$ cat src/rtl/a8_cycle_sequencer.sv
// Samples the asynchronous Atari 8-bit bus in the clk200 domain and frames one record per phi2 high phase.
// Records queue in a 2-entry FIFO behind valid/ready; also drives extsel for an address window and a stall watchdog.
module a8_cycle_sequencer #(
  parameter int          SYNC_STAGES = 2,
  parameter int          MIN_HIGH    = 8,
  parameter int          STALL_LIMIT = 255,
  parameter logic [15:0] WIN_BASE    = 16'hD500,
  parameter int          WIN_SIZE    = 256
) (
  input  logic        clk200,
  input  logic        rst,
  input  logic        a8_clk,
  input  logic        a8_rw_n,
  input  logic        a8_halt_n,
  input  logic        a8_ref_n,
  input  logic [15:0] a8_addr,
  input  logic [7:0]  a8_data,
  output logic        cyc_valid,
  input  logic        cyc_ready,
  output logic [15:0] cyc_addr,
  output logic [7:0]  cyc_data,
  output logic        cyc_rw_n,
  output logic        cyc_dma,
  output logic        cyc_ref,
  output logic        a8_extsel_n,
  output logic        bus_stalled,
  output logic        overflow,
  output logic [7:0]  high_width
);

  localparam int          SW     = $clog2(STALL_LIMIT + 1);
  localparam logic [16:0] WIN_LO = {1'b0, WIN_BASE};
  localparam logic [16:0] WIN_HI = WIN_LO + 17'(WIN_SIZE);
  localparam logic [0:0]  IDLE   = 1'b0;
  localparam logic [0:0]  HIGH   = 1'b1;

  logic [SYNC_STAGES-1:0] clk_sync;
  logic                   s_cur, s_prev, rise, fall, bus_edge;
  logic [18:0]            ctl_pipe  [SYNC_STAGES];
  logic [7:0]             data_pipe [SYNC_STAGES+1];
  logic [15:0]            al_addr;
  logic                   al_rw_n, al_halt_n, al_ref_n, in_win;
  logic [7:0]             old_data;

  logic [0:0]  state;
  logic [7:0]  width;
  logic [15:0] lat_addr;
  logic        lat_rw_n, lat_halt_n, lat_ref_n;
  logic [SW-1:0] stall_cnt;
  logic        stall_hit, push, pop, accept;
  logic [26:0] rec, tail;
  logic [1:0]  count;

  // Sync chain and bus pipeline are left unreset so a reset taken mid-phase cannot fake a rise.
  // Control fields are only ever consumed at the aligned stage, data at the older one.
  always_ff @(posedge clk200) begin
    clk_sync[0] <= a8_clk;
    for (int i = 1; i < SYNC_STAGES; i++) clk_sync[i] <= clk_sync[i-1];
    s_prev <= s_cur;
    ctl_pipe[0]  <= {a8_addr, a8_rw_n, a8_halt_n, a8_ref_n};
    data_pipe[0] <= a8_data;
    for (int i = 1; i < SYNC_STAGES; i++) ctl_pipe[i] <= ctl_pipe[i-1];
    for (int i = 1; i <= SYNC_STAGES; i++) data_pipe[i] <= data_pipe[i-1];
  end

  assign s_cur    = clk_sync[SYNC_STAGES-1];
  assign rise     = s_cur & ~s_prev;
  assign fall     = ~s_cur & s_prev;
  assign bus_edge = rise | fall;
  assign {al_addr, al_rw_n, al_halt_n, al_ref_n} = ctl_pipe[SYNC_STAGES-1];
  assign old_data = data_pipe[SYNC_STAGES];
  assign in_win   = ({1'b0, al_addr} >= WIN_LO) && ({1'b0, al_addr} < WIN_HI);

  assign stall_hit = ~bus_edge && (stall_cnt == SW'(STALL_LIMIT - 1));
  assign push      = (state == HIGH) && fall && (width >= 8'(MIN_HIGH));
  assign rec       = {lat_addr, old_data, lat_rw_n, ~lat_halt_n, ~lat_ref_n};
  assign pop       = cyc_valid & cyc_ready;
  assign accept    = push && ((count != 2'd2) || pop);

  always_ff @(posedge clk200) begin
    if (rst) begin
      stall_cnt   <= '0;
      bus_stalled <= 1'b0;
    end else if (bus_edge) begin
      stall_cnt   <= '0;
      bus_stalled <= 1'b0;
    end else if (stall_cnt != SW'(STALL_LIMIT)) begin
      stall_cnt <= stall_cnt + 1'b1;
      if (stall_hit) bus_stalled <= 1'b1;
    end
  end

  always_ff @(posedge clk200) begin
    if (rst) begin
      state       <= IDLE;
      width       <= '0;
      lat_addr    <= '0;
      lat_rw_n    <= 1'b1;
      lat_halt_n  <= 1'b1;
      lat_ref_n   <= 1'b1;
      a8_extsel_n <= 1'b1;
      high_width  <= '0;
    end else begin
      case (state)
        IDLE: begin
          if (rise) begin
            lat_addr    <= al_addr;
            lat_rw_n    <= al_rw_n;
            lat_halt_n  <= al_halt_n;
            lat_ref_n   <= al_ref_n;
            width       <= 8'd1;
            a8_extsel_n <= ~in_win;
            state       <= HIGH;
          end
        end
        default: begin
          if (stall_hit || fall) begin
            a8_extsel_n <= 1'b1;
            state       <= IDLE;
            if (push) high_width <= width;
          end else if (width != 8'hFF) begin
            width <= width + 8'd1;
          end
        end
      endcase
    end
  end

  // The output registers are the FIFO head; tail only holds the second queued record.
  always_ff @(posedge clk200) begin
    if (rst) begin
      count     <= '0;
      cyc_valid <= 1'b0;
      {cyc_addr, cyc_data, cyc_rw_n, cyc_dma, cyc_ref} <= {16'h0, 8'h0, 1'b1, 1'b0, 1'b0};
      tail      <= '0;
      overflow  <= 1'b0;
    end else begin
      if (push && !accept) overflow <= 1'b1;
      case (count)
        2'd0: begin
          if (accept) begin
            {cyc_addr, cyc_data, cyc_rw_n, cyc_dma, cyc_ref} <= rec;
            cyc_valid <= 1'b1;
            count     <= 2'd1;
          end
        end
        2'd1: begin
          if (pop && accept) begin
            {cyc_addr, cyc_data, cyc_rw_n, cyc_dma, cyc_ref} <= rec;
          end else if (pop) begin
            cyc_valid <= 1'b0;
            count     <= 2'd0;
          end else if (accept) begin
            tail  <= rec;
            count <= 2'd2;
          end
        end
        default: begin
          if (pop) begin
            {cyc_addr, cyc_data, cyc_rw_n, cyc_dma, cyc_ref} <= tail;
            if (accept) tail <= rec;
            else count <= 2'd1;
          end
        end
      endcase
    end
  end

endmodule
$ cat config.mk
export PLATFORM = sky130hd
export DESIGN_NAME = a8_cycle_sequencer
export DESIGN_NICKNAME = d
export VERILOG_FILES = /design/src/rtl/a8_cycle_sequencer.sv
export SDC_FILE = /design/constraint.sdc
export NUM_CORES = 1
export LEC_CHECK = 0
export ABC_AREA = 1
export ABC_CLOCK_PERIOD_IN_PS = 2600
export CAP_MARGIN = 10
export CORE_MARGIN = 3
export CORE_UTILIZATION = 40
export DETAILED_ROUTE_END_ITERATION = 7
export SYNTH_ARGS = -nofsm -noshare
export SYNTH_HDL_FRONTEND = slang
export SYNTH_SLANG_ARGS = --single-unit
$ cat constraint.sdc
create_clock -name clk200 -period 2.6 [get_ports clk200]
set_input_delay 0.65 -clock clk200 [delete_from_list [all_inputs] [get_ports clk200]]
set_output_delay 0.65 -clock clk200 [all_outputs]
set_load 0.05 [all_outputs]
# After elaboration in Yosys (flattened, before gate mapping)
# Memory sizes are Yosys's and may differ from the RTL's.
# Index checks and enable logic that the tools add are counted.
# classes
add_sub_neg	2
bitwise_logic	12
mux	46
magnitude_cmp	3
n_reduce_logical	25
eq_ne	15
# op_table
operator	count
$mux 27	4
$mux 8	7
$pmux 27 s2	1
$mux 16	3
$pmux 16 s2	1
$mux 1	18
$add 8x1->8 const B	2
$ge 16x16->1 const B	1
$lt 16x16->1 const B	1
$ne 8x8->1 const B	2
$pmux 8 s2	1
$ne 2x2->1 const B	7
$mux 2	6
$reduce_and 3->1	3
$eq 8x8->1 const B	1
$ge 8x4->1 const B	1
$not 1->1	8
$pmux 1 s2	4
$reduce_and 4->1	2
$logic_and 1x1->1	7
$reduce_and 2->1	3
$reduce_bool 2->1	3
$reduce_and 5->1	1
$ne 2x1->1 const B	2
other kinds (11)	14
# totals
reg_bits	107
ramBits	62
inputBits	31
mem_count	2
out_inout_bits	39
wordCells	126
# mem_list
memory	words	word_bits	rd	rd_clocked_by_memory_dff	write_ports	line	rtl
ctl_pipe	2	19	2	0	2	39	logic [18:0] ctl_pipe [SYNC_STAGES];
data_pipe	3	8	3	0	3	40	logic [7:0] data_pipe [SYNC_STAGES+1];

# Longest topological paths before layout
# Gate-level depths: netlist of the first run.
# logic_depth
ltp_word	9
depth_mapped	11
mapped_depth_nobuf	11

# Worst setup path after synthesis of the first run
# OpenSTA, ideal clock, no wires.
# synth_timing
path_type	reg2reg
start	register cyc_valid
end	register tail[21]
path_stages_with_launch	10
setup_time_ns	0.113
t_arrival_ns	1.532
path_slack_ns	0.954
t_required_ns	2.487
period_less_slack_ns	1.646
n_path_buf	2
cell_sequence	dfxtp_1 -> nand2_1 -> inv_1 -> nand2_1 -> nand2_1 -> nor2_4 -> buf_6 -> buf_12 -> o21ai_1 -> nor2_1
# synth_via
elab_chain_cells	7
elab_cells_between_ends	13
classes_between	eq/ne: 2; mux: 5; bitwise: 1; reduce/logical: 5
# synth_rtl
element	line	rtl
from (decl)	18	output logic cyc_valid,
from (signal assigned)	133	cyc_valid <= 1'b0;
from (signal assigned)	143	cyc_valid <= 1'b1;
from (signal assigned)	151	cyc_valid <= 1'b0;
$and 1x1->1 *	77	assign pop = cyc_valid & cyc_ready;
$logic_or 1x1->1	78	assign accept = push && ((count != 2'd2) || pop);
$logic_and 1x1->1	78	
$mux 27 (3 in series)	n/a	
$pmux 27 s2	n/a	
to (signal assigned)	154	tail <= rec;
to (signal assigned)	161	if (accept) tail <= rec;
to (decl)	51	logic [26:0] rec, tail;
# Mark *: on every way between the ends. The rest lies on a longest branch, timed or not. The select of a mux whose other input is x is not followed.
# A chain may end at the register's enable or synchronous reset.

# Worst setup path in the final report of the first run
# layout_timing
start	register cyc_valid
end	output cyc_valid
# No word-level cell between the ends.

==> results by stage, run 1 <==
Outcome:
- The flow ran to the end, and the final reports show no timing, DRC or antenna violations.

Hold path:
- The class of the most critical hold timing path is flop to flop.

Clocking:
- In this run the deepest clock path goes through 2 buffers.
- The clock tree from TritonCTS is built.
- The maximum level of the CTS H-tree is 4.
- The insertion delay of the later-clocked pin in the worst-skew pair is 0.42 ns.
- The number of buffers inserted by hold repair at cts is 0.
- Clock-pin slew was measured on the worst setup and hold paths at 0.06 ns.
- The number of setup buffers added after CTS is 0.
- Once the clock tree was built, the resizer swapped 0 gates to a different size.
- Clock tree synthesis found a total of 169 sinks.
- The clock root buffer is sky130_fd_sc_hd__clkbuf_16.
- In this run, CTS created clock tree buffers numbering 17.

Flow run:
- The max-capacitance violation count is 0.

Critical path:
- The worst reg-to-reg path cell count is 6.
- The cell with the biggest individual delay on the critical path is sky130_fd_sc_hd__clkdlybuf4s50_1.
- STA classifies the critical path startpoint as a flop.
- STA puts the critical path data arrival time at ~1.6 ns.
- The startpoint of the most critical setup path is cyc_valid.
- The signal on the critical path passes through clkdlybuf4s50_1.
- Grouping stages by cell kind, the critical path spends the most delay in buffers and inverters.
- The worst endpoint required time is 1.95 ns.
- In this run the worst path has a maximum fanout of 4.
- In this run the number of cells on the critical path is 1.
- The end of the worst register-to-register path is lat_addr[11].
- The minimum setup slack among reg-to-reg paths is 0.88 ns.
- The count of buffering cells on the critical path with inverters included is 1.
- In this run the critical register-to-register path is launched from state.
- The kind of critical path is flop to primary output.
- The delay of the slowest cell on the worst path is 0.82 ns.
- The end of the critical path is cyc_valid.
- The worst setup path is captured at a primary output.

Global routing:
- The pin count of the biggest net entering global routing is between 40 and 50.
- The number of global-route vias before repair is 4,006.
- Global routing used 14.49% of the available tracks across all layers.
- The leftover overflow at the end of global routing is 0.
- The initial antenna violation count is 0.
- The first global-routing pass estimated roughly 19 mm of wire.

Yosys:
- Summed over all instances, the cell type with the most area after synthesis is sky130_fd_sc_hd__dfxtp_1.
- The dominant combinational cell family by area after synthesis is simple AND/OR/NAND/NOR gates.
- Sorting the synthesized cells by area gives the leading types as sky130_fd_sc_hd__dfxtp_1, sky130_fd_sc_hd__nor2_1, sky130_fd_sc_hd__nand2_1, sky130_fd_sc_hd__o21ai_0, sky130_fd_sc_hd__mux2i_1.
- The proportion of synthesized area in mux cells is 3.925%.
- For this run, the leading register cell type out of synthesis is sky130_fd_sc_hd__dfxtp_1.
- The total nets after synthesis is 714.
- After Yosys synthesis, full adders, half adders and majority gates account for 1.280% of the synthesized area.
- Summing the areas of all compound-gate instances in the mapped netlist gives 8.298% of the synthesized area.
- Each instance of the synthesized netlist takes up on average 8.664 µm².
- The distinct cell type count of the synthesized netlist is 35.
- After Yosys synthesis, and, or, nand and nor cells account for 22.63% of the synthesized area.
- The share of the Yosys chip area taken by registers is a little under 60%.
- The number of enable flip-flop cells after synthesis is 0.
- The count of synthesis-stage warnings from yosys is 0.
- Synthesis inferred 169 register bits.
- The netlist area before placement is 0.005866 mm².
- The top cell type by area accounts for roughly 58% of the synthesized area.
- The synthesized netlist devotes 0.2986% of its cell area to XOR and XNOR gates.
- After synthesis, the share of flip-flops with an asynchronous set or reset is 0%.
- The synthesized instance count is between 600 and 700.

Timing:
- The minimum hold slack is 0.3260 ns.
- The ratio of final minimum period to clock period is 86.32%.
- The clock skew is 0.006912 ns.
- The aggregate negative setup slack is 0 ns.
- The number of hold violations in the final report is 0.
- Static timing analysis puts the maximum clock frequency at 445.6 MHz.
- The number of setup violations in the final report is 0.
- The time the final worst path needs with I/O delays and setup is 2.244 ns.
- The final number of max-transition violations was 0.
- Setup repair after global routing left no endpoint under its margin.
- At the pin with the least slew margin, the transition time is 0.5787 ns.
- The worst pin sits at a relative slew slack of 61.37%.

Final layout:
- In the final design database the tool counted 780 nets.
- The layout overhead on the synthesized area is 22.78%.
- The number of antenna diodes in the final layout is 0.
- The sequential standard cell area is approximately 0.0034 mm².
- In the final layout, the share of cells above drive strength 1 is 8.079%.
- Counting the fill cells in the layout gives roughly 1,300.
- In the final layout, the multi-input gates occupy 0.002137 mm².

Route:
- The post-route antenna net violation count is 0.
- In the final routed layout, each cell accounts on average for about 12 µm.
- Wires add up to 11.43 mm.
- The detailed-router iteration count before antenna repair is 5.
- In the routed design, unresolved DRC markers number 0.
- Across all layers, the routed design uses 4,395 vias.
- The post-detailed-route via-to-cell ratio is 4.701.
- The number of violations reported at the end of detailed-routing iteration 0 is 320.

Die:
- After floorplanning, the core was divided into 43 placement rows.
- The initial utilization of the core area, before any placement, comes to 41.61%.
- The count of boundary I/O pins is 70.
- The total area inside the core boundary comes to about 0.014 mm².
- The floorplan step defined a die boundary enclosing 0.01615 mm².
- The die width is 127.1 µm.
- The height of the die is 127.1 µm.

Pwr:
- The design draws 5.296 mW.
- Across the VDD grid, the largest voltage drop is 0.4271 mV.
- The areal power density over the cells is about 740 mW/mm².
- Summed over all cells, the static leakage comes to 2.922 nW.

Place:
- The routability congestion estimate is 0.7799.
- The HPWL reported at the end of detailed placement is slightly below 8 mm.
- Buffers placed on the I/O ports in this run total 69.
-- routing by layer --
metal	track usage [%]	vias to the layer above	share of wire (%)
met2	20.67	97	42
met3	3.804	10	5.2
met5	0	-	0
met1	20.99	1981	52
li1	-	2307	-
met4	5.489	0	1.3
-- per-stage QoR --
| stage | util (%) | setup slack [ns] | cell area [µm²] | instances |
|---|---|---|---|---|
| 2_1_floorplan | - | 0.9543 | 5866 | 677 |
| 3_5_place_dp | 47.05 | 0.3726 | 6633 | 904 |
| 5_1_grt | 51.09 | 0.2919 | 7202 | 935 |
| 3_3_place_gp | 47.05 | 0.4191 | 6633 | 904 |
| 4_1_cts | 51.09 | 0.3158 | 7202 | 935 |
| 6_report | 51.09 | 0.3558 | 7202 | 935 |
-- power by group --
part | switching (mW) | internal [mW] | leakage [nW] | total (mW)
Sequential | 0.0446 | 2.67 | 1.39 | 2.72
Clock | 1.01 | 1.38 | 0.277 | 2.39
Combinational | 0.106 | 0.0874 | 1.25 | 0.193
-- cell type report --
type                            instances  share of cell area (%)
Clock buffer                           19                   6.289
Clock inverter                         12                   1.616
Inverter                               36                   1.981
Multi-Input combinational cell        443                   29.67
Sequential cell                       169                   46.99
Tap cell                              180                   3.127
Timing Repair Buffer                   76                   10.32
-- state kept, by name (all words and copies together) (netlist names), 2 cells and up --
signal      flops
cyc_data        8
stall_cnt       8
lat_addr       16
cyc_addr       16
clk_sync        2
ctl_pipe       38
data_pipe      24
count           2
tail           27
width           8
high_width      8
-- cell usage after synthesis (2+ instances only) --
cell                         n
sky130_fd_sc_hd__a21oi_1    30
sky130_fd_sc_hd__mux2i_1    23
sky130_fd_sc_hd__nand2_2     3
sky130_fd_sc_hd__nand2_4     3
sky130_fd_sc_hd__clkbuf_1    7
sky130_fd_sc_hd__nand3_1    40
sky130_fd_sc_hd__inv_1      27
sky130_fd_sc_hd__a31oi_1     2
sky130_fd_sc_hd__buf_4       6
sky130_fd_sc_hd__nand4_1     4
sky130_fd_sc_hd__nand2_1   103
sky130_fd_sc_hd__o211ai_1    2
sky130_fd_sc_hd__o21ai_1     5
sky130_fd_sc_hd__inv_2       7
sky130_fd_sc_hd__buf_2       8
sky130_fd_sc_hd__o21ai_0    52
sky130_fd_sc_hd__dfxtp_1   169
sky130_fd_sc_hd__nor2_2      2
sky130_fd_sc_hd__buf_6       6
sky130_fd_sc_hd__nor2_1    156
sky130_fd_sc_hd__ha_1        6
sky130_fd_sc_hd__nor3_1      3
-- cell families (layout without fill, tap and decap cells) --
group | count (synthesis) | count (layout)
buffers and inverters | 65 | 143
XOR/XNOR | 2 | 2
flip-flops | 169 | 169
AND/OR/NAND/NOR | 318 | 318
adder cells (fa/ha/maj) | 6 | 6
multiplexers | 23 | 23
AO/OA/AOI/OAI | 94 | 94
-- cells in the final DEF, fill, tap and decap left out, types with 3 or more instances in the layout --
cell,Yosys,layout
sky130_fd_sc_hd__dfxtp_1,169,168
sky130_fd_sc_hd__nor2_1,156,156
sky130_fd_sc_hd__nand2_1,103,103
sky130_fd_sc_hd__clkdlybuf4s50_1,0,69
sky130_fd_sc_hd__o21ai_0,52,52
sky130_fd_sc_hd__nand3_1,40,40
sky130_fd_sc_hd__a21oi_1,30,30
sky130_fd_sc_hd__inv_1,27,27
sky130_fd_sc_hd__mux2i_1,23,23
sky130_fd_sc_hd__clkbuf_16,0,17
sky130_fd_sc_hd__inv_2,7,7
sky130_fd_sc_hd__buf_4,6,7
sky130_fd_sc_hd__ha_1,6,6
sky130_fd_sc_hd__inv_6,1,5
sky130_fd_sc_hd__o21ai_1,5,5
sky130_fd_sc_hd__nand4_1,4,4
sky130_fd_sc_hd__nand2_2,3,3
sky130_fd_sc_hd__nand2_4,3,3
sky130_fd_sc_hd__nor3_1,3,3
sky130_fd_sc_hd__clkinv_4,0,3
-- worst min path at each step --
stage | cells after the start | slack, ns | to | from
2_1_floorplan | 0 | 0.31 | clk_sync[1] | clk_sync[0]
3_3_place_gp | 0 | 0.31 | data_pipe[0][13] | data_pipe[0][5]
3_5_place_dp | 0 | 0.31 | ctl_pipe[0][21] | ctl_pipe[0][2]
4_1_cts | 0 | 0.33 | data_pipe[0][18] | data_pipe[0][10]
5_1_grt | 0 | 0.33 | data_pipe[0][18] | data_pipe[0][10]
6_report | 0 | 0.33 | data_pipe[0][18] | data_pipe[0][10]
Power figures use the tool's default switching activity.
==> run 2, diff against run 1 <==
--- a/config.mk
+++ b/config.mk
@@ -11,6 +11,7 @@
 export CORE_MARGIN = 3
 export CORE_UTILIZATION = 40
 export DETAILED_ROUTE_END_ITERATION = 7
+export RECOVER_POWER = 50
 export SYNTH_ARGS = -nofsm -noshare
 export SYNTH_HDL_FRONTEND = slang
 export SYNTH_SLANG_ARGS = --single-unit
==> run 2 against run 1 <==
  * Via count up 0.34%
  * Non-clock buffer count is the same
  * Wire length hardly changed
  * Design area down 0.54%
  * Register-to-register slack got worse by 0.47 ns
  * Largest power group unchanged
  * Core utilization shrank 0.28 points
  * Clock power about the same
  * Critical path depth stayed put
==> results by stage, run 2 (synthesis results as in run 1) <==
Route:
- The average detailed-routed wire length per instance is 12.22 µm (about the same).
- The count of vias placed by the detailed router came to 4,410 (+0.34%).
- The post-route antenna net violation count came to 0 (unchanged).
- The number of violations reported at the end of detailed-routing iteration 0 is 308 (-3.8%).
- The post-detailed-route via-to-cell ratio is 4.717 (+0.34%).
- The final wirelength is 11.43 mm (about the same).
- The count of unresolved DRC violations after routing is 0 (unchanged).
- The detailed-router iteration count before antenna repair came to 5 (unchanged).

Pwr:
- The maximum resistive drop on vdd is 0.4275 mV (about the same).
- The static power due to leakage is 2.912 nW (-0.33%).
- The portion of total power attributed to combinational logic came to 3.4% (-0.3 points).
- The switching power summed over all nets is 1.158 mW (-0.31%).
- The sequential power share was 51.4% (about the same).
- The areal power density over the cells came to 737.4 mW/mm² (+0.28%).
- The switching fraction of total power came to 21.92% (about the same).
- The internal power summed over all cells is 4.124 mW (-0.24%).
- The clock network fraction of design power is 45.1% (about the same).

Hold path:
- The min-delay analysis places its worst path in the category flop to flop.

Timing:
- Setup repair after global routing left no endpoint under its margin.
- The clock skew came to 0.006658 ns (-0.0002540 ns).
- The ratio of final minimum period to clock period came to 86.32% (about the same).
- The number of setup violations in the final report came to 0 (unchanged).
- The time the final worst path needs with I/O delays and setup is 2.244 ns (-0.00003000 ns).
- The worst relative slew slack is 20.20% (-41 points).
- The achievable clock frequency is 445.6 MHz (about the same).
- The slew of the pin with the lowest slew margin is 1.197 ns (+0.6183 ns).
- The final number of max-transition violations is 0 (unchanged).
- The aggregate negative setup slack is 0 ns (unchanged).
- The number of hold violations in the final report is 0 (unchanged).

Place:
- The HPWL reported at the end of detailed placement is 7.860 mm (unchanged).
- The count of buffers inserted at the top-level ports came to 69 (unchanged).
- The routability congestion estimate was 0.7799 (unchanged).
- The standard cell area after detailed placement came to 0.006633 mm² (unchanged).

Clocking:
- The post-CTS setup-driven buffer insertion count was 0 (unchanged).
- The number of clock buffers inserted by TritonCTS came to 17 (unchanged).
- The maximum buffer depth of the clock tree is 2 (unchanged).
- CTS placed an instance of sky130_fd_sc_hd__clkbuf_16 at the clock tree root.
- The number of buffers inserted by hold repair at cts is 0 (unchanged).
- The maximum level of the CTS H-tree is 4 (unchanged).
- The clock-pin slew of the registers on the worst-case setup and hold paths was 0.06 ns (about the same).
- The insertion delay of the later-clocked pin in the worst-skew pair is 0.42 ns (about the same).
- The clock tree from TritonCTS is built.
- The total clock sinks is 169 (unchanged).
- The total of cells resized after clock tree synthesis is 0 (unchanged).

Critical path:
- The worst setup path is captured at a primary output.
- The family of cells with the greatest summed delay on the critical path is buffers and inverters.
- The data arrival time of the critical path is 1.59 ns (about the same).
- The count of buffering cells on the critical path with inverters included is 1 (unchanged).
- The cell with the biggest individual delay on the critical path is sky130_fd_sc_hd__clkdlybuf4s50_1.
- Walking the worst path, the cells encountered are clkdlybuf4s50_1.
- The kind of start point of the critical path is a flop.
- The delay of the slowest cell on the worst path is 0.82 ns (about the same).
- The worst endpoint required time is 1.95 ns (about the same).
- The kind of critical path is flop to primary output.
- The maximum fanout along the worst path is 4 (unchanged).

Final layout:
- The layout cell share with drive strength beyond 1 is 6.755% (-1.3 points).
- The layout overhead on the synthesized area is 22.12%.
- The number of nets in the layout came to 780 (unchanged).
- The register with the most flip-flops is ctl_pipe.
- The area of the multi-input gates is 0.002105 mm² (-1.5%).
- The number of antenna diodes is 0 (unchanged).
- In the layout the commonest cells are sky130_fd_sc_hd__dfxtp_1, sky130_fd_sc_hd__nor2_1, sky130_fd_sc_hd__nand2_1, sky130_fd_sc_hd__o21ai_0, sky130_fd_sc_hd__clkdlybuf4s50_1.
- The number of filler instances in the final layout is 1,355 (+0.52%).
- The flip-flop count of the largest register after layout was 38 (unchanged).
- In the final layout, the registers with the most flip-flops are ctl_pipe (38), tail (27), data_pipe (24).
- The sequential standard cell area is 0.003385 mm² (unchanged).
- The library cell used most frequently in the layout, excluding fill and tap cells, is sky130_fd_sc_hd__dfxtp_1.
- The finished layout cell area is 0.007163 mm² (-0.54%).

Flow run:
- The max-capacitance violation count is 0 (unchanged).

Die:
- The height of the die is 127.1 µm (unchanged).
- The effective utilization at floorplan was 41.61% (unchanged).
- The count of standard-cell rows came to 43 (unchanged).
- The area of the core is 0.01410 mm² (unchanged).
- The die width is 127.1 µm (unchanged).
- The overall die area is 0.01615 mm² (unchanged).
- The count of boundary I/O pins is 70 (unchanged).

Outcome:
- The run finished with clean final reports.

Global routing:
- The first-pass GRT wire length is 19.15 mm (unchanged).
- The pin count of the biggest net entering global routing was 49 (unchanged).
- The leftover overflow at the end of global routing was 0 (unchanged).
- The all-layer global routing usage is 14.49% (unchanged).
- The initial antenna violation count is 0 (unchanged).
- The number of global-route vias before repair is 4,006 (unchanged).
## run 2: metrics by stage
stage | utilization [%] | setup slack [ns] | hold slack (ns) | total power, mW | std cells
floorplan | - | 0.9543 | 0.3096 | 2.872 | 677
global placement | 47.05 | 0.4191 | 0.3117 | 2.962 | 904
detailed placement | 47.05 | 0.3726 | 0.3121 | 2.968 | 904
CTS | 51.09 | 0.3158 | 0.3269 | 5.364 | 935
global route | 50.82 | 0.1774 | 0.3283 | 5.497 | 935
finish | 50.82 | 0.3558 | 0.3260 | 5.282 | 935
## run 2: final timing paths
check,from,to,slack (ns),cells past startpoint
worst max register to register,clk_sync[1],tail[9],0.41,9
worst min-delay path,data_pipe[0][10],data_pipe[0][18],0.33,0
worst max-delay path,cyc_valid,cyc_valid,0.36,1
worst min register to register,data_pipe[0][10],data_pipe[0][18],0.33,0
## run 2: power by group through the flow
stage               sequential (mW)  combinational (mW)  clock [mW]
finish                         2.72               0.182        2.38
global route                   2.72               0.209        2.57
CTS                            2.72               0.195        2.45
detailed placement             2.77               0.194           0
global placement               2.77               0.191           0
floorplan                      2.76               0.112           0
## run 2: routing by layer
| layer | up-vias | track usage [%] | part of all wire [%] |
|---|---|---|---|
| met5 | - | 0 | 0 |
| li1 | 2307 | - | - |
| met4 | 0 | 5.489 | 1.3 |
| met2 | 106 | 20.67 | 42 |
| met3 | 10 | 3.804 | 5.4 |
| met1 | 1987 | 20.99 | 52 |
## run 2: area by class of cell
type | count | area share [%]
inverters | 36 | 1.991
repair buffers | 76 | 10.29
flip-flops and latches | 169 | 47.25
multi-input cells | 443 | 29.38
well taps | 180 | 3.144
clock buffers | 19 | 6.323
clock inverters | 12 | 1.624
==> run 3, diff against run 2 <==
--- a/config.mk
+++ b/config.mk
@@ -8,9 +8,11 @@
 export ABC_AREA = 1
 export ABC_CLOCK_PERIOD_IN_PS = 2600
 export CAP_MARGIN = 10
+export CORE_ASPECT_RATIO = 0.75
 export CORE_MARGIN = 3
-export CORE_UTILIZATION = 40
+export CORE_UTILIZATION = 59
 export DETAILED_ROUTE_END_ITERATION = 7
+export PLACE_DENSITY = 0.84
 export RECOVER_POWER = 50
 export SYNTH_ARGS = -nofsm -noshare
 export SYNTH_HDL_FRONTEND = slang
==> run 3 against run 2 <==
  * Count of clock-buffer cells in the layout down 1
  * Die area shrank 31%
  * Core utilization is 26 points higher
  * First-iteration DRC count is 0.65% lower
  * Register-to-register slack better by 0.28 ns
  * Sequential share of layout area is essentially flat
  * Global-route usage increased by 7.9 points
  * Wire length up 7.1%
  * Sequential cell count unchanged
==> results by stage, run 3 (synthesis results as in run 1) <==
Outcome:
- The run finished with clean final reports.

Route:
- The post-route antenna net violation count is 0 (unchanged).
- The post-detailed-route via-to-cell ratio is 5.173 (+9.7%).
- The number of violations reported at the end of detailed-routing iteration 0 is 306 (-0.65%).
- The average detailed-routed wire length per instance is 13.87 µm (+13%).
- The detailed-router iteration count before antenna repair is 5 (unchanged).
- The count of vias placed by the detailed router is 4,568 (+3.6%).
- The final wirelength came to 12.25 mm (+7.1%).
- The count of unresolved DRC violations after routing was 0 (unchanged).

Pwr:
- The switching power summed over all nets came to 1.211 mW (+4.6%).
- The static power due to leakage came to 2.933 nW (+0.74%).
- The clock network fraction of design power is 47.4% (+2.3 points).
- The power after layout is 5.521 mW (+4.5%).
- The maximum resistive drop on vdd came to 0.7755 mV (+81%).
- The areal power density over the cells is 771.0 mW/mm² (+4.6%).
- The sequential power share is 49.2% (-2.2 points).
- The internal power summed over all cells is 4.309 mW (+4.5%).
- The switching fraction of total power was 21.94% (+0.025 points).
- The portion of total power attributed to combinational logic is 3.4% (about the same).

Die:
- The count of boundary I/O pins is 70 (unchanged).
- The height of the die is 92.35 µm (-27%).
- The effective utilization at floorplan is 62.76% (+21 points).
- The area of the core is 0.009346 mm² (-34%).
- The die width came to 121.1 µm (-4.7%).
- The count of standard-cell rows is 30 (-30%).
- The overall die area came to 0.01119 mm² (-31%).

Global routing:
- The all-layer global routing usage came to 22.38% (+7.9 points).
- The number of global-route vias before repair is 4,187 (+4.5%).
- The initial antenna violation count is 0 (unchanged).
- The pin count of the biggest net entering global routing was 43 (-12%).
- The leftover overflow at the end of global routing is 0 (unchanged).
- The first-pass GRT wire length is 19.73 mm (+3.0%).

Final layout:
- The layout overhead on the synthesized area is 22.08% (about the same).
- The utilization after layout was 76.61% (+26 points).
- In the layout the commonest cells are sky130_fd_sc_hd__dfxtp_1, sky130_fd_sc_hd__nor2_1, sky130_fd_sc_hd__nand2_1, sky130_fd_sc_hd__o21ai_0, sky130_fd_sc_hd__clkdlybuf4s50_1.
- Leaving out fill and tap cells, the most frequent cell in the layout is sky130_fd_sc_hd__dfxtp_1.
- The number of nets in the layout is 779 (-0.13%).
- The largest registers in the layout are ctl_pipe (38), tail (27), data_pipe (24).
- The layout cell share with drive strength beyond 1 is 7.152% (+0.40 points).
- The number of antenna diodes is 0 (unchanged).
- Ranked by flip-flop count, first place goes to ctl_pipe.
- The final cell count without fillers is 883 (-5.6%).
- The flip-flop count of the largest register after layout is 38 (unchanged).

Clocking:
- The clock-pin slew of the registers on the worst-case setup and hold paths is 0.07 ns (about the same).
- The number of clock buffers inserted by TritonCTS is 17 (unchanged).
- The maximum buffer depth of the clock tree is 2 (unchanged).
- The clock root buffer is sky130_fd_sc_hd__clkbuf_16.
- The post-CTS setup-driven buffer insertion count is 0 (unchanged).
- The insertion delay of the later-clocked pin in the worst-skew pair was 0.42 ns (about the same).
- The number of buffers inserted by hold repair at cts is 0 (unchanged).
- The clock tree from TritonCTS is built.
- The total clock sinks is 169 (unchanged).
- The maximum level of the CTS H-tree was 4 (unchanged).
- The total of cells resized after clock tree synthesis is 0 (unchanged).

Critical path:
- The worst endpoint required time came to 1.95 ns (about the same).
- The maximum fanout along the worst path came to 2 (-2).
- Among cell families on the critical path, the largest total delay comes from buffers and inverters.
- The kind of start point of the critical path is a flop.
- The delay of the slowest cell on the worst path came to 0.84 ns (+0.02 ns).
- The worst setup path is of the flop to primary output kind.
- Walking the worst path, the cells encountered are clkdlybuf4s50_1.
- The data arrival time of the critical path came to 1.61 ns (+0.02 ns).
- The count of buffering cells on the critical path with inverters included is 1 (unchanged).
- The slowest stage of the critical path belongs to the cell sky130_fd_sc_hd__clkdlybuf4s50_1.
- STA classifies the critical path endpoint as a primary output.

Timing:
- The time the final worst path needs with I/O delays and setup was 2.256 ns (+0.01155 ns).
- The aggregate negative setup slack was 0 ns (unchanged).
- The worst relative slew slack is 48.07% (+28 points).
- The final number of max-transition violations is 0 (unchanged).
- The ratio of final minimum period to clock period was 86.76% (+0.44 points).
- The number of hold violations in the final report was 0 (unchanged).
- The achievable clock frequency is 443.3 MHz (-0.51%).
- Setup repair after global routing left no endpoint under its margin.
- The number of setup violations in the final report was 0 (unchanged).
- The slew of the pin with the lowest slew margin is 0.7790 ns (-0.4181 ns).
- The clock skew came to 0.01059 ns (+0.003930 ns).

Hold path:
- The min-delay analysis places its worst path in the category flop to flop.

Flow run:
- The max-capacitance violation count is 0 (unchanged).

Place:
- The count of buffers inserted at the top-level ports is 69 (unchanged).
- The routability congestion estimate came to 0.8031 (+3.0%).
- The HPWL reported at the end of detailed placement is 7.866 mm (about the same).
- The placed instance count is 851 (-5.9%).
run 3: layer usage:
metal / up-vias / GRT usage, % / routed length [µm] / part of all wire (%)
met3: 10 / 7.204 / 838 / 6.8
met1: 2103 / 30.88 / 5846 / 48
met4: 0 / 5.784 / 91 / 0.74
met2: 149 / 34.26 / 5470 / 45
li1: 2306 / - / - / -
met5: - / 0 / 0 / 0
run 3: final timing paths:
path,to,from,slack (ns),depth (start not counted)
max reg2reg,cyc_addr[6],clk_sync[1],0.69,10
min,data_pipe[0][23],data_pipe[0][15],0.32,0
max,cyc_data[0],cyc_data[0],0.34,1
min reg2reg,data_pipe[0][23],data_pipe[0][15],0.32,0
run 3: per-stage QoR:
step           cell area (µm²)  hold slack, ns  worst slack [ns]
2_1_floorplan             5866          0.3096            0.9543
3_3_place_gp              6560          0.3108            0.4214
3_5_place_dp              6560          0.3121            0.3376
4_1_cts                   7184          0.3219            0.3322
5_1_grt                   7161          0.3315            0.2977
6_report                  7161          0.3178            0.3442
run 3: layout make-up:
type,count,area [µm²]
clock inverters,14,185.2
inverters,36,142.6
repair buffers,75,729.5
multi-input cells,443,2120
clock buffers,18,439.2
fillers,623,2186
well taps,128,160.2
flip-flops and latches,169,3385
run 3: power groups by stage:
stage	combinational (mW)	clock, mW	sequential, mW
finish	0.189	2.62	2.72
global route	0.212	2.74	2.72
CTS	0.199	2.64	2.72
detailed placement	0.195	0	2.77
global placement	0.190	0	2.77
floorplan	0.112	0	2.76
